File: config.mk
export PLATFORM = sky130hd
export DESIGN_NAME = gpio_defaults_loader
export DESIGN_NICKNAME = d
export VERILOG_FILES = /design/src/rtl/gpio_defaults_pkg.sv /design/src/rtl/gpio_defaults_serializer.sv /design/src/rtl/gpio_defaults_loader.sv
export SDC_FILE = /design/constraint.sdc
export NUM_CORES = 1
export LEC_CHECK = 0
export CAP_MARGIN = 0
export CORE_UTILIZATION = 35
export CTS_CLUSTER_SIZE = 24
export DETAILED_ROUTE_END_ITERATION = 7
export PLACE_DENSITY_LB_ADDON = 0.15
export SETUP_SLACK_MARGIN = 0.4
export SLEW_MARGIN = 20
export SYNTH_ARGS = -nofsm -noshare
export SYNTH_HDL_FRONTEND = slang
export SYNTH_HIERARCHICAL = 1
export SYNTH_SLANG_ARGS = --single-unit
File: constraint.sdc
create_clock -name wb_clk_i -period 7.3 [get_ports wb_clk_i]
set_input_delay 1.46 -clock wb_clk_i [delete_from_list [all_inputs] [get_ports wb_clk_i]]
set_output_delay 1.46 -clock wb_clk_i [all_outputs]
set_load 0.005 [all_outputs]
File: src/rtl/gpio_defaults_pkg.sv
// Shared types and helpers for the GPIO defaults loader.
// Holds the FSM state encoding and the serial bit-order helper.
package gpio_defaults_pkg;

    typedef enum logic [2:0] {
        IDLE,
        SHIFT_LO,
        SHIFT_HI,
        LATCH,
        DONE
    } state_e;

    // Stream position to flat vector index: highest channel MSB goes first.
    function automatic int bit_index(input int cnt, input int total);
        return total - 1 - cnt;
    endfunction

endpackage

File: src/rtl/gpio_defaults_serializer.sv
// Bit counter and output mux for the serial configuration chain.
// Walks the flattened shadow vector from its top bit down to bit 0.
module gpio_defaults_serializer
    import gpio_defaults_pkg::*;
#(
    parameter int TOTAL = 20
) (
    input  logic             clk,
    input  logic             rst_n,
    input  logic             start,
    input  logic             step,
    input  logic [TOTAL-1:0] bits_i,
    output logic             bit_o,
    output logic             last_o
);

    localparam int CW = $clog2(TOTAL + 1);

    logic [CW-1:0] cnt_q;
    logic [CW-1:0] cnt_d;

    always_comb begin
        cnt_d = cnt_q;
        if (start) begin
            cnt_d = '0;
        end else if (step) begin
            cnt_d = cnt_q + 1'b1;
        end
    end

    always_ff @(posedge clk) begin
        if (!rst_n) begin
            cnt_q <= '0;
        end else begin
            cnt_q <= cnt_d;
        end
    end

    always_comb begin
        bit_o = 1'b0;
        for (int i = 0; i < TOTAL; i++) begin
            if (i == bit_index(int'(cnt_q), TOTAL)) begin
                bit_o = bits_i[i];
            end
        end
    end

    assign last_o = (cnt_q == CW'(TOTAL - 1));

endmodule

File: src/rtl/gpio_defaults_loader.sv
// Shadow configuration store for GPIO pads, shifted out serially
// on request and automatically once after reset.
module gpio_defaults_loader
    import gpio_defaults_pkg::*;
#(
    parameter int NUM_GPIO = 4,
    parameter int CFG_W    = 10,
    parameter logic [NUM_GPIO*CFG_W-1:0] DEFAULTS =
        {NUM_GPIO{CFG_W'(10'h009)}}
) (
    input  logic                        wb_clk_i,
    input  logic                        wb_rstn_i,
    input  logic                        load_req,
    input  logic                        ovr_we,
    input  logic [$clog2(NUM_GPIO)-1:0] ovr_sel,
    input  logic [CFG_W-1:0]            ovr_data,
    output logic [CFG_W-1:0]            rd_data,
    output logic                        busy,
    output logic                        done,
    output logic                        ovr_err,
    output logic                        serial_clock,
    output logic                        serial_load,
    output logic                        serial_data
);

    localparam int SEL_W = $clog2(NUM_GPIO);
    localparam int TOTAL = NUM_GPIO * CFG_W;

    state_e state_q, state_d;
    logic   pending_q, pending_d;
    logic   latch_q, latch_d;
    logic   ovr_err_q, ovr_err_d;

    logic [CFG_W-1:0] shadow_q [NUM_GPIO];
    logic [CFG_W-1:0] shadow_d [NUM_GPIO];
    logic [TOTAL-1:0] shadow_flat;

    logic sel_ok;
    logic wr_ok;
    logic ser_start;
    logic ser_step;
    logic ser_bit;
    logic ser_last;

    assign sel_ok = (int'(ovr_sel) < NUM_GPIO);
    assign wr_ok  = ovr_we && (state_q == IDLE) && sel_ok;

    always_comb begin
        state_d   = state_q;
        pending_d = pending_q;
        latch_d   = 1'b0;
        ser_start = 1'b0;
        ser_step  = 1'b0;
        if (load_req && (state_q != IDLE)) begin
            pending_d = 1'b1;
        end
        unique case (state_q)
            IDLE: begin
                if (load_req || pending_q) begin
                    state_d   = SHIFT_LO;
                    pending_d = 1'b0;
                    ser_start = 1'b1;
                end
            end
            SHIFT_LO: state_d = SHIFT_HI;
            SHIFT_HI: begin
                ser_step = 1'b1;
                state_d  = ser_last ? LATCH : SHIFT_LO;
            end
            LATCH: begin
                latch_d = ~latch_q;
                if (latch_q) begin
                    state_d = DONE;
                end
            end
            DONE: begin
                // Requests seen during the load chain straight into a new one.
                if (pending_q || load_req) begin
                    state_d   = SHIFT_LO;
                    pending_d = 1'b0;
                    ser_start = 1'b1;
                end else begin
                    state_d = IDLE;
                end
            end
            default: state_d = IDLE;
        endcase
    end

    always_comb begin
        ovr_err_d = ovr_we && !wr_ok;
        for (int n = 0; n < NUM_GPIO; n++) begin
            shadow_d[n] = shadow_q[n];
            if (wr_ok && (ovr_sel == SEL_W'(n))) begin
                shadow_d[n] = ovr_data;
            end
        end
    end

    always_ff @(posedge wb_clk_i) begin
        if (!wb_rstn_i) begin
            state_q   <= IDLE;
            pending_q <= 1'b1;
            latch_q   <= 1'b0;
            ovr_err_q <= 1'b0;
            for (int n = 0; n < NUM_GPIO; n++) begin
                shadow_q[n] <= DEFAULTS[n*CFG_W +: CFG_W];
            end
        end else begin
            state_q   <= state_d;
            pending_q <= pending_d;
            latch_q   <= latch_d;
            ovr_err_q <= ovr_err_d;
            for (int n = 0; n < NUM_GPIO; n++) begin
                shadow_q[n] <= shadow_d[n];
            end
        end
    end

    always_comb begin
        rd_data = '0;
        for (int n = 0; n < NUM_GPIO; n++) begin
            shadow_flat[n*CFG_W +: CFG_W] = shadow_q[n];
            if (ovr_sel == SEL_W'(n)) begin
                rd_data = shadow_q[n];
            end
        end
    end

    gpio_defaults_serializer #(
        .TOTAL (TOTAL)
    ) u_ser (
        .clk    (wb_clk_i),
        .rst_n  (wb_rstn_i),
        .start  (ser_start),
        .step   (ser_step),
        .bits_i (shadow_flat),
        .bit_o  (ser_bit),
        .last_o (ser_last)
    );

    assign busy         = (state_q != IDLE);
    assign done         = (state_q == DONE);
    assign ovr_err      = ovr_err_q;
    assign serial_clock = (state_q == SHIFT_HI);
    assign serial_load  = (state_q == LATCH);
    assign serial_data  = ((state_q == SHIFT_LO) || (state_q == SHIFT_HI))
                          ? ser_bit : 1'b0;

endmodule

Word level (Yosys, flattened, before mapping)
Memories as Yosys holds them, arrays and structs flattened.
Cells that the tools add are included.
Word-level totals
  RAM bits: 40
  register bits after elaboration: 12
  output and inout port bits: 16
  logic and storage cells: 147
  memories: 1
  bits of input ports: 16
Operators by class
  bitwise logic cells: 6
  muxes and demuxes: 66
  eq/ne operators: 49
  add/subtract/negate cells: 2
  reductions and logical operators: 18
Memory list
  shadow_q: depth 4, width 10, read ports 4, clocked after Yosys merged registers in 0, write ports 4, RTL line gpio_defaults_loader.sv:34  | logic [CFG_W-1:0] shadow_q [NUM_GPIO];
Operators by type and width (count)
  $eq A6 B32 Y1 const A: 16
  $eq A5 B32 Y1 const A: 8
  $eq A7 B32 Y1 const A: 8
  $eq A4 B32 Y1 const A: 4
  $mux W10: 12
  $eq A3 B32 Y1 const A: 2
  $mux W1: 50
  $eq A2 B32 Y1 const A: 1
  $logic_not A32 Y1: 1
  $pmux W3 S5: 1
  $logic_and A1 B1 Y1: 7
  $sub A6 B6 Y7 const A: 1
  $add A6 B1 Y6 const B: 1
  $eq A3 B2 Y1 const B: 2
  $eq A6 B6 Y1 const B: 1
  $mux W3: 2
  $eq A2 B2 Y1 const B: 2
  $ne A2 B1 Y1 const B: 2
  $or A1 B1 Y1: 4
  $reduce_and A2 Y1: 2
  $reduce_or A2 Y1: 2
  $eq A3 B1 Y1 const B: 1
  $eq A3 B3 Y1 const B: 1
  $logic_not A3 Y1: 1
  7 further kinds: 9

Depth between registers and ports, before layout
Gate-level depths: netlist (run 1).
  depth after elaboration: 43
  depth in mapped cells: 11
  depth with buffers taken out: 10

By module
Netlist (run 1), hierarchy kept.
Modules (own cells, without submodules)
  gpio_defaults_loader: times used 1, area each 2020.7 µm², seq. area each 920.9 µm², cells an instance 190
  gpio_defaults_serializer: times used 1, area each 1031.0 µm², seq. area each 120.1 µm², cells an instance 143

Worst setup path after synthesis (run 1)
No wires, ideal clock.
  kind: input port to output port
  start point: input ovr_sel[0]
  end point: output rd_data[3]
  required time: 5.840 ns
  buffers on the path: 2
  path slack: 3.429 ns
  cell stages on the path: 3
  data arrival time: 2.411 ns
  cells stage by stage: buf_2 -> buf_2 -> mux4_2
Between the ends
  cells in the longest elaborated chain, start to end: 5
  elaborated cells on any way between the ends: 8
  those cells by class: eq/ne (3); mux (4); reduce/logical (1)
Ends and longest elaborated chain
  start: declaration: RTL line gpio_defaults_loader.sv:15  | input logic [$clog2(NUM_GPIO)-1:0] ovr_sel,
  $logic_not A2 Y1: RTL line gpio_defaults_loader.sv:124  | if (ovr_sel == SEL_W'(n)) begin
  $mux W10 (3 in a row): RTL line gpio_defaults_loader.sv:124
  $mux W10 *: RTL line gpio_defaults_loader.sv:124
  end: declaration: RTL line gpio_defaults_loader.sv:17  | output logic [CFG_W-1:0] rd_data,
Mark *: on every way between the ends. The rest lies on a longest branch, timed or not.

Worst setup path after layout (run 1)
  start point: register u_ser.cnt_q[3]
  end point: output serial_data
Between the ends
  cells in the longest elaborated chain, start to end: 43
  elaborated cells on any way between the ends: 82
  those cells by class: add/sub (1); eq/ne (39); mux (41); reduce/logical (1)
Ends and longest elaborated chain
  start: declaration: RTL line gpio_defaults_serializer.sv:19  | logic [CW-1:0] cnt_q;
  start signal: assignment: RTL line gpio_defaults_serializer.sv:35  | cnt_q <= cnt_d;
  $sub A6 B6 Y7 *: RTL line gpio_defaults_pkg.sv:15  | return total - 1 - cnt;
  $logic_not A32 Y1: RTL line gpio_defaults_serializer.sv:42  | if (i == bit_index(int'(cnt_q), TOTAL)) begin
  $mux W1 (39 in a row): RTL line gpio_defaults_serializer.sv:42
  $mux W1 *: RTL line gpio_defaults_serializer.sv:42
  named net ser_bit: RTL line gpio_defaults_loader.sv:42  | logic ser_bit;
  $mux W1 *: RTL line gpio_defaults_loader.sv:148  | ? ser_bit : 1'b0;
  end: declaration: RTL line gpio_defaults_loader.sv:23  | output logic serial_data
The timed path passes the listed nets; every way through them passes the cells marked *.

==> flow_summary.toml, run 1 <==
[run_status]
status = "finished clean"

[synth]
synth_top_family_by_area = "simple AND/OR/NAND/NOR gates"
async_reset_ff_share_pct = 0
synthesis.nets = 357
synthesis.area_um2 = 3052
yosys.area_share.simple_pct = 22.26
synth_edf_count = 0
synth-main-ff-cell = "dfxtp_1"
synthMuxAreaShare_pct = 20.50
ys_ff_latch = 52
yosysWarnings = 6
synth-xor-area-share_pct = 1.435
seq_area_frac_synth_pct = 34.11
synth-adder-area-share_pct = 3.280
ys_types = 56
avgSynthCellArea_um2 = 9.164
synth_compound_area_share_pct = 12.83
synthCells = 333

[sta]
worst_clock_skew_ns = 0.006430
period_share_pct = 71.10
setup_viol = 0
maxSlewViolCount = 0
worst_pin_slew_ns = 0.9437
slew_headroom_pct = 36.89
timing.final.crit_period_ns = 5.190
fmax_mhz = 192.7
tns_ns = 0
rsz0062_at_grt = "false"
hold_viol_final = 0
setup_slack_ns = 2.110

[run]
maxCapViolCount = 0

[floorplanning]
io_pins = 32
core_um2 = 8341
fp-row-count = 33
fp.dieH_um = 95.38
initial_utilization_pct = 36.59
die_area_um2 = 9096
chipWidth_um = 95.38

[power]
total_power_mw = 0.5585
power_density_nw_per_um2 = 161.7
peakVddDrop_mv = 0.07783
leakagePower_nw = 1.342

[worst_setup_path]
slowest_delay_ns = 0.70
criticalPathCategory = "register to primary output"
crit_chain = "inv_2 > ha_1 > ha_1 > nor4b_4 > or4b_1 > o211ai_2 > o22ai_1 > o211ai_1 > nor3b_1 > clkdlybuf4s50_1"
path_max_fanout = 15
slowest_stage = "dfxtp_1"
cpMostUsedCell = "ha_1"
cp.required_ns = 5.84
cp_top_family = "simple AND/OR/NAND/NOR gates"
r2r_slack_ns = 5.21
crit_path_start_kind = "register"
worstPathArrival_ns = 3.73
crit_buf_inv = 2
cp-end-kind = "primary output"

[clock_network]
clkTransAtPathRegs_ns = 0.10
cts_resized = 0
post_cts_buffers = 0
root_buffer = "clkbuf_8"
clockBufferDepth = 2
htree_levels = 2
cts_tree = "built"
cts_hold_buf = 0
numCtsBuffers = 5
worstSkewPairLatency_ns = 0.30
clock_sinks = 52

[drt]
ant_nets = 0
drt-initial-drc-count = 177
firstDrtPassIters = 4
wl_um = 7723
viasPerCell = 5.512
remaining_drc_errors = 0
wl_per_cell_um = 17.05
num_vias = 2497

[worst_hold_path]
hp-class = "register to register"

[placement]
dp_worst_setup_slack_ns = 2.184
dp_hpwl_um = 5449
io_buffers = 31
place.gp.congestion = 0.8376

[finish]
layout-drive-gt1-share_pct = 8.621
syn_to_final_growth_pct = 13.20
n_antenna_cell = 0
nets = 371
fillers = 849

[global_routing]
grt_usage_pct = 18.20
grt_pass1_wl_um = 12570
grt-ovfl-total = 0
grt_max_degree = 58
grt_pass1_vias = 2367
grt_antenna_before_repair = 0
## worst reg2reg max path, cell delays in order (launching register included)
cell and delay, ns:
dfxtp_1 0.43, nor4b_4 0.55, nand3b_1 0.69, mux2i_1 0.34
## through the flow
| stage | instance area, um^2 | utilization [%] | hold slack [ns] | cells |
|---|---|---|---|---|
| 5_1_grt | 3455 | 41.42 | 0.5038 | 453 |
| 6_report | 3455 | 41.42 | 0.4772 | 453 |
| 3_3_place_gp | 3358 | 40.26 | 0.4540 | 445 |
| 4_1_cts | 3455 | 41.42 | 0.4792 | 453 |
| 2_1_floorplan | 3052 | - | 0.4216 | 333 |
| 3_5_place_dp | 3358 | 40.26 | 0.4531 | 445 |
## state kept, by name, summed over array words and instances, names as in the netlist
signal	count
latch_q	1
ovr_err	1
u_ser/cnt_q	6
pending_q	1
state_q	3
shadow_q	40
## path summary, 6_finish.rpt
path | startpoint | to | cells after the start
worst max-delay path | u_ser/cnt_q[3]$_SDFFE_PP0P_ | serial_data | 10
worst min register to register | latch_q$_SDFF_PN0_ | latch_q$_SDFF_PN0_ | 1
worst max register to register | state_q[0]$_SDFFE_PN0P_ | shadow_q[2][3]$_SDFFE_PN1P_ | 3
worst min-delay path | latch_q$_SDFF_PN0_ | latch_q$_SDFF_PN0_ | 1
## Yosys cell counts (5+ instances only)
cell / number / share of area, %
o21ai_0: 9 / 1.5
dfxtp_1: 52 / 34
o22ai_1: 5 / 1.0
buf_2: 11 / 1.8
xnor2_1: 5 / 1.4
nand2b_1: 9 / 1.8
nand3_1: 6 / 0.98
a21oi_1: 14 / 2.3
nor2_1: 18 / 2.2
nor3_1: 6 / 0.98
ha_1: 8 / 3.3
inv_1: 6 / 0.74
nor2b_1: 10 / 2.1
mux4_2: 10 / 7.4
clkbuf_1: 8 / 0.98
mux2i_1: 40 / 13
nand2_1: 52 / 6.4
## layout by cell type (no fill, tap or decap), types with 2 or more instances in the layout
master and n:
nand2_1 52, dfxtp_1 52, mux2i_1 40, clkdlybuf4s50_1 30, nor2_1 18, a21oi_1 14, mux4_2 10, nor2b_1 10
nand2b_1 9, o21ai_0 9, ha_1 8, nor3_1 6, nand3_1 6, clkbuf_8 6, inv_1 6, xnor2_1 5
o22ai_1 5, and2_1 4, a31oi_1 4, and3_1 3, nand3b_1 3, a211oi_1 3, o311ai_0 3, nand4_1 3
nor3b_1 2, nor4b_4 2, o221ai_1 2, a22oi_1 2, a221oi_1 2
## layer usage
layer  up-vias  wire, um  track usage (%)
met2        62      3609            28.51
met3         8       377            3.190
met1      1197      3651            25.77
li1       1230         -                -
met4         0        85            4.602
met5         -         0                0
## where the power goes
part	total, mW	leakage, nW	switching, mW	internal [mW]
Sequential	0.304	0.422	0.0112	0.293
Combinational	0.0779	0.868	0.0384	0.0395
Clock	0.176	0.0516	0.0983	0.0778
Total	0.559	1.34	0.148	0.411
## final cells by class
cell class              instances  area, um^2  share of cell area [%]
clock buffers                   6       82.58                   2.390
clock inverters                 2       13.76                  0.3984
inverters                       8       32.53                  0.9417
multi-input cells             248        1841                   53.28
flip-flops and latches         52        1041                   30.13
well taps                     105       131.4                   3.803
repair buffers                 32       312.8                   9.055
## cells by family (layout without fill, tap and decap cells)
family                   after synthesis  after routing
AO/OA/AOI/OAI                         57             57
XOR/XNOR                               5              5
adder cells (fa/ha/maj)                8              8
buffers and inverters                 33             48
flip-flops                            52             52
multiplexers                          50             50
AND/OR/NAND/NOR                      128            128
No activity file was read; power rests on OpenSTA's default activity.
==> run 2, diff against run 1 <==
- clock period: 7.3 -> 5.28 ns (I/O delays scaled with it)
==> run 2 against run 1 <==
Effect of this change:
- first-iteration DRC count fell by 4.0%
- register-to-register slack got worse by 2.1 ns
- worst setup slack got worse by 1.4 ns
- critical endpoint unchanged
==> flow_summary.toml, run 2 (synthesis results as in run 1) <==
[finish]
layout_top_registers = "shadow_q: 40 flops, u_ser/cnt_q: 6 flops, state_q: 3 flops"
syn_to_final_growth_pct = 15.25
final_cell_mix = "nand2_1 (52), dfxtp_1 (52), mux2i_1 (40), clkdlybuf4s50_1 (30), nor2_1 (18)"
multi_input_area_um2 = 1841
nets = 375
ff_latch_area_um2 = 1041
largest_reg_flops = 40
layout-drive-gt1-share_pct = 9.402
fin_cells = 456
fillers = 847
top_register = "shadow_q"
n_antenna_cell = 0

[power]
peakVddDrop_mv = 0.1177
internal_power_mw = 0.6481
clockPowerShare_pct = 37.5
comb_power_share_pct = 13.0
total_power_mw = 0.8493
p_seq_share_pct = 49.5
leakagePower_nw = 1.375
p_switching_mw = 0.2012
power_density_nw_per_um2 = 241.5
swShare_pct = 23.69

[global_routing]
grt_pass1_wl_um = 12890
grt_pass1_vias = 2406
grt-ovfl-total = 0
grt_max_degree = 58
grt_antenna_before_repair = 0
grt_usage_pct = 18.69

[drt]
remaining_drc_errors = 0
viasPerCell = 5.533
wl_um = 7855
ant_nets = 0
wl_per_cell_um = 17.23
num_vias = 2523
drt-initial-drc-count = 170
firstDrtPassIters = 4

[clock_network]
post_cts_buffers = 0
worstSkewPairLatency_ns = 0.30
cts_resized = 0
root_buffer = "clkbuf_8"
clock_sinks = 52
cts_hold_buf = 0
numCtsBuffers = 5
clkTransAtPathRegs_ns = 0.09
cts_tree = "built"
clockBufferDepth = 2
htree_levels = 2

[worst_setup_path]
cp.required_ns = 4.22
cp_top_family = "simple AND/OR/NAND/NOR gates"
reg2reg_depth = 3
cp-end-kind = "primary output"
criticalPathCategory = "register to primary output"
crit_chain = "inv_2 > ha_1 > ha_1 > nand2b_1 > or4_1 > a31oi_1 > a31oi_1 > o211ai_1 > nor3b_1 > clkdlybuf4s50_1"
slowest_stage = "dfxtp_1"
slowest_delay_ns = 0.65
crit_buf_inv = 2
path_max_fanout = 15
path_depth = 10
r2r_slack_ns = 3.13
crit_path_start_kind = "register"
worstPathArrival_ns = 3.56

[sta]
setup_viol = 0
timing.final.crit_period_ns = 4.617
tns_ns = 0
maxSlewViolCount = 0
rsz0062_at_grt = "false"
hold_viol_final = 0
period_share_pct = 87.44
worst_clock_skew_ns = 0.007110
slew_headroom_pct = 43.55
fmax_mhz = 216.6
worst_pin_slew_ns = 0.8442

[floorplanning]
fp-row-count = 33
core_um2 = 8341
die_area_um2 = 9096
io_pins = 32
initial_utilization_pct = 36.59
fp.dieH_um = 95.38
chipWidth_um = 95.38

[placement]
io_buffers = 31
dp.cells = 449
place.gp.congestion = 0.9329
dp_hpwl_um = 5632

[worst_hold_path]
hp-class = "register to register"
hold_depth = 1

[run_status]
status = "finished clean"

[run]
maxCapViolCount = 0
[run 2: changes by cell type in the layout (fill, tap and decap cells not counted), sizes merged]
cell | before | now
buf | 2 | 6
clkinv | 1 | 0
inv | 9 | 8
bufinv | 0 | 2
clkbuf | 6 | 5
[run 2: final cells by class]
type | count | area share [%]
Tap cell | 105 | 3.735
Timing Repair Buffer | 36 | 9.747
Multi-Input combinational cell | 248 | 52.33
Clock inverter | 2 | 1.708
Clock buffer | 5 | 1.957
Inverter | 8 | 0.9249
Sequential cell | 52 | 29.60
[run 2: per-stage QoR]
step / setup WS [ns] / util [%] / cell area (um^2) / hold slack [ns]
CTS: 0.6359 / 42.17 / 3517 / 0.4823
global route: 0.4521 / 42.17 / 3517 / 0.5034
detailed placement: 0.9882 / 40.62 / 3388 / 0.4593
finish: 0.6633 / 42.17 / 3517 / 0.4782
floorplan: 2.033 / - / 3052 / 0.4216
global placement: 1.051 / 40.62 / 3388 / 0.4496
[run 2: path summary, 6_finish.rpt]
kind                                               endpoint                        start
worst max-delay path                            serial_data  u_ser/cnt_q[3]$_SDFFE_PP0P_
worst min-delay path                     latch_q$_SDFF_PN0_           latch_q$_SDFF_PN0_
worst max register to register  shadow_q[2][6]$_SDFFE_PN0P_      state_q[0]$_SDFFE_PN0P_
worst min register to register           latch_q$_SDFF_PN0_           latch_q$_SDFF_PN0_
[run 2: per-layer routing]
layer  GRT usage, %  vias to the layer above  wire length [um]
met2          29.46                       57              3679
met5              0                        -                 0
met4          5.970                        0               119
li1               -                     1238                 -
met3          2.632                        6               267
met1          26.25                     1222              3788
[run 2: power groups by stage]
stage | registers [mW] | clock network (mW) | logic (mW)
floorplan | 0.421 | 0 | 0.0778
global placement | 0.430 | 0 | 0.111
detailed placement | 0.430 | 0 | 0.111
CTS | 0.421 | 0.327 | 0.112
global route | 0.423 | 0.343 | 0.120
finish | 0.421 | 0.318 | 0.110
==> run 3, diff against run 2 <==
- PLACE_DENSITY: unset -> 0.54
- PLACE_DENSITY_LB_ADDON: 0.15 -> unset
==> run 3 against run 2 <==
Effect of this change:
- fmax increased by 2.8%
- worst hold slack got worse by 0.00081 ns
- global-route usage grew 0.078 points
- largest power group unchanged
- sequential cell count unchanged
- sequential share of layout area about the same
- first-iteration DRC count increased by 18%
- sequential power is essentially flat
- wire length increased by 1.7%
- final cell count rose by 0.22%
==> flow_summary.toml, run 3 (synthesis results as in run 1) <==
[worst_setup_path]
criticalPathCategory = "register to primary output"
slowest_stage = "clkdlybuf4s50_1"
slowest_delay_ns = 0.54
path_max_fanout = 15
reg2reg_depth = 3
r2r_start = "state_q[0]$_SDFFE_PN0P_"
critPathLaunch = "u_ser/cnt_q[3]$_SDFFE_PP0P_"
worstPathArrival_ns = 3.44
crit_path_start_kind = "register"
cp.required_ns = 4.22
cp-end-kind = "primary output"
crit_chain = "inv_2 > ha_1 > ha_1 > nand2b_1 > or4_1 > a31oi_1 > a31oi_1 > o211ai_1 > nor3b_1 > clkdlybuf4s50_1"

[sta]
rsz0062_at_grt = "false"
setup_slack_ns = 0.7881
period_share_pct = 85.07
fmax_mhz = 222.6
worst_clock_skew_ns = 0.004678
worst_pin_slew_ns = 0.8813
maxSlewViolCount = 0
slew_headroom_pct = 41.06
tns_ns = 0
timing.final.crit_period_ns = 4.492
setup_viol = 0
hold_viol_final = 0

[power]
power_density_nw_per_um2 = 237.0
total_power_mw = 0.8334
leakagePower_nw = 1.376
peakVddDrop_mv = 0.1142

[drt]
remaining_drc_errors = 0
wl_um = 7987
drt-initial-drc-count = 201
ant_nets = 0
num_vias = 2599
firstDrtPassIters = 4
wl_per_cell_um = 17.48
viasPerCell = 5.687

[floorplanning]
chipWidth_um = 95.38
fp.dieH_um = 95.38
fp-row-count = 33
core_um2 = 8341
io_pins = 32
die_area_um2 = 9096
initial_utilization_pct = 36.59

[finish]
n_antenna_cell = 0
layout-drive-gt1-share_pct = 9.943
fillers = 836
nets = 375
final_cell_mix = "nand2_1 (52), dfxtp_1 (51), mux2i_1 (40), clkdlybuf4s50_1 (30), nor2_1 (18)"
postLayoutCellArea_um2 = 3516
largest_reg_flops = 40
multi_input_area_um2 = 1841
top_register = "shadow_q"
layout_top_registers = "shadow_q: 40 flops, u_ser/cnt_q: 6 flops, state_q: 3 flops"
syn_to_final_growth_pct = 15.21
ff_latch_area_um2 = 1042
fin_cells = 457
layout_commonest_cell = "nand2_1"

[global_routing]
grt-ovfl-total = 0
grt_antenna_before_repair = 0
grt_pass1_wl_um = 13010
grt_max_degree = 58
grt_usage_pct = 18.77
grt_pass1_vias = 2422

[clock_network]
htree_levels = 2
clockBufferDepth = 2
clock_sinks = 52
root_buffer = "clkbuf_8"
numCtsBuffers = 5
post_cts_buffers = 0
cts_tree = "built"
cts_hold_buf = 0
clkTransAtPathRegs_ns = 0.10
worstSkewPairLatency_ns = 0.31

[placement]
dp_worst_setup_slack_ns = 0.9029
dpl_cell_area_um2 = 3388
dp_hpwl_um = 5756
place.gp.congestion = 0.9562
dp.cells = 449
io_buffers = 31

[worst_hold_path]
hold_depth = 1
hp-class = "register to register"
hold_start = "latch_q$_SDFF_PN0_"

[run]
maxCapViolCount = 0

[run_status]
status = "finished clean"
-- run 3: cell type report --
type / instances / share of cell area (%)
inverters: 8 / 0.9253
repair buffers: 36 / 9.751
clock buffers: 7 / 2.740
well taps: 105 / 3.737
flip-flops and latches: 52 / 29.64
clock inverters: 1 / 0.8541
multi-input cells: 248 / 52.35
-- run 3: through the flow --
stage | hold slack [ns] | utilization (%)
finish | 0.4774 | 42.15
global route | 0.4951 | 42.15
CTS | 0.4808 | 42.14
detailed placement | 0.4555 | 40.62
global placement | 0.4479 | 40.62
floorplan | 0.4216 | -
-- run 3: per-layer routing --
metal	routed length (um)	global-route usage, %	vias to the layer above
met2	3746	30.24	72
met3	367	2.871	12
li1	-	-	1240
met1	3755	25.88	1275
met5	0	0	-
met4	118	5.473	0
-- run 3: what timing repair did --
action / CTS / global route
hold endpoints to repair: 0 / 0
gates resized for setup: 0 / 1
setup endpoints to repair: 0 / 1
-- run 3: worst paths after layout --
path | endpoint | slack [ns]
max | serial_data | 0.79
min | latch_q$_SDFF_PN0_ | 0.48
max reg2reg | shadow_q[2][9]$_SDFFE_PN0P_ | 3.18
min reg2reg | latch_q$_SDFF_PN0_ | 0.48
-- run 3: power breakdown --
part / leakage (nW) / internal (mW) / switching [mW]
Clock: 0.0645 / 0.167 / 0.135
Sequential: 0.423 / 0.405 / 0.0155
Combinational: 0.889 / 0.0561 / 0.0540
-- run 3: critical path, delay by kind of cell (launching register included) --
family | cells | cell delay, ns
flip-flops | 1 | 0.52
AND/OR/NAND/NOR | 3 | 0.86
adder cells (fa/ha/maj) | 2 | 0.59
buffers and inverters | 2 | 0.69
AO/OA/AOI/OAI | 3 | 0.46
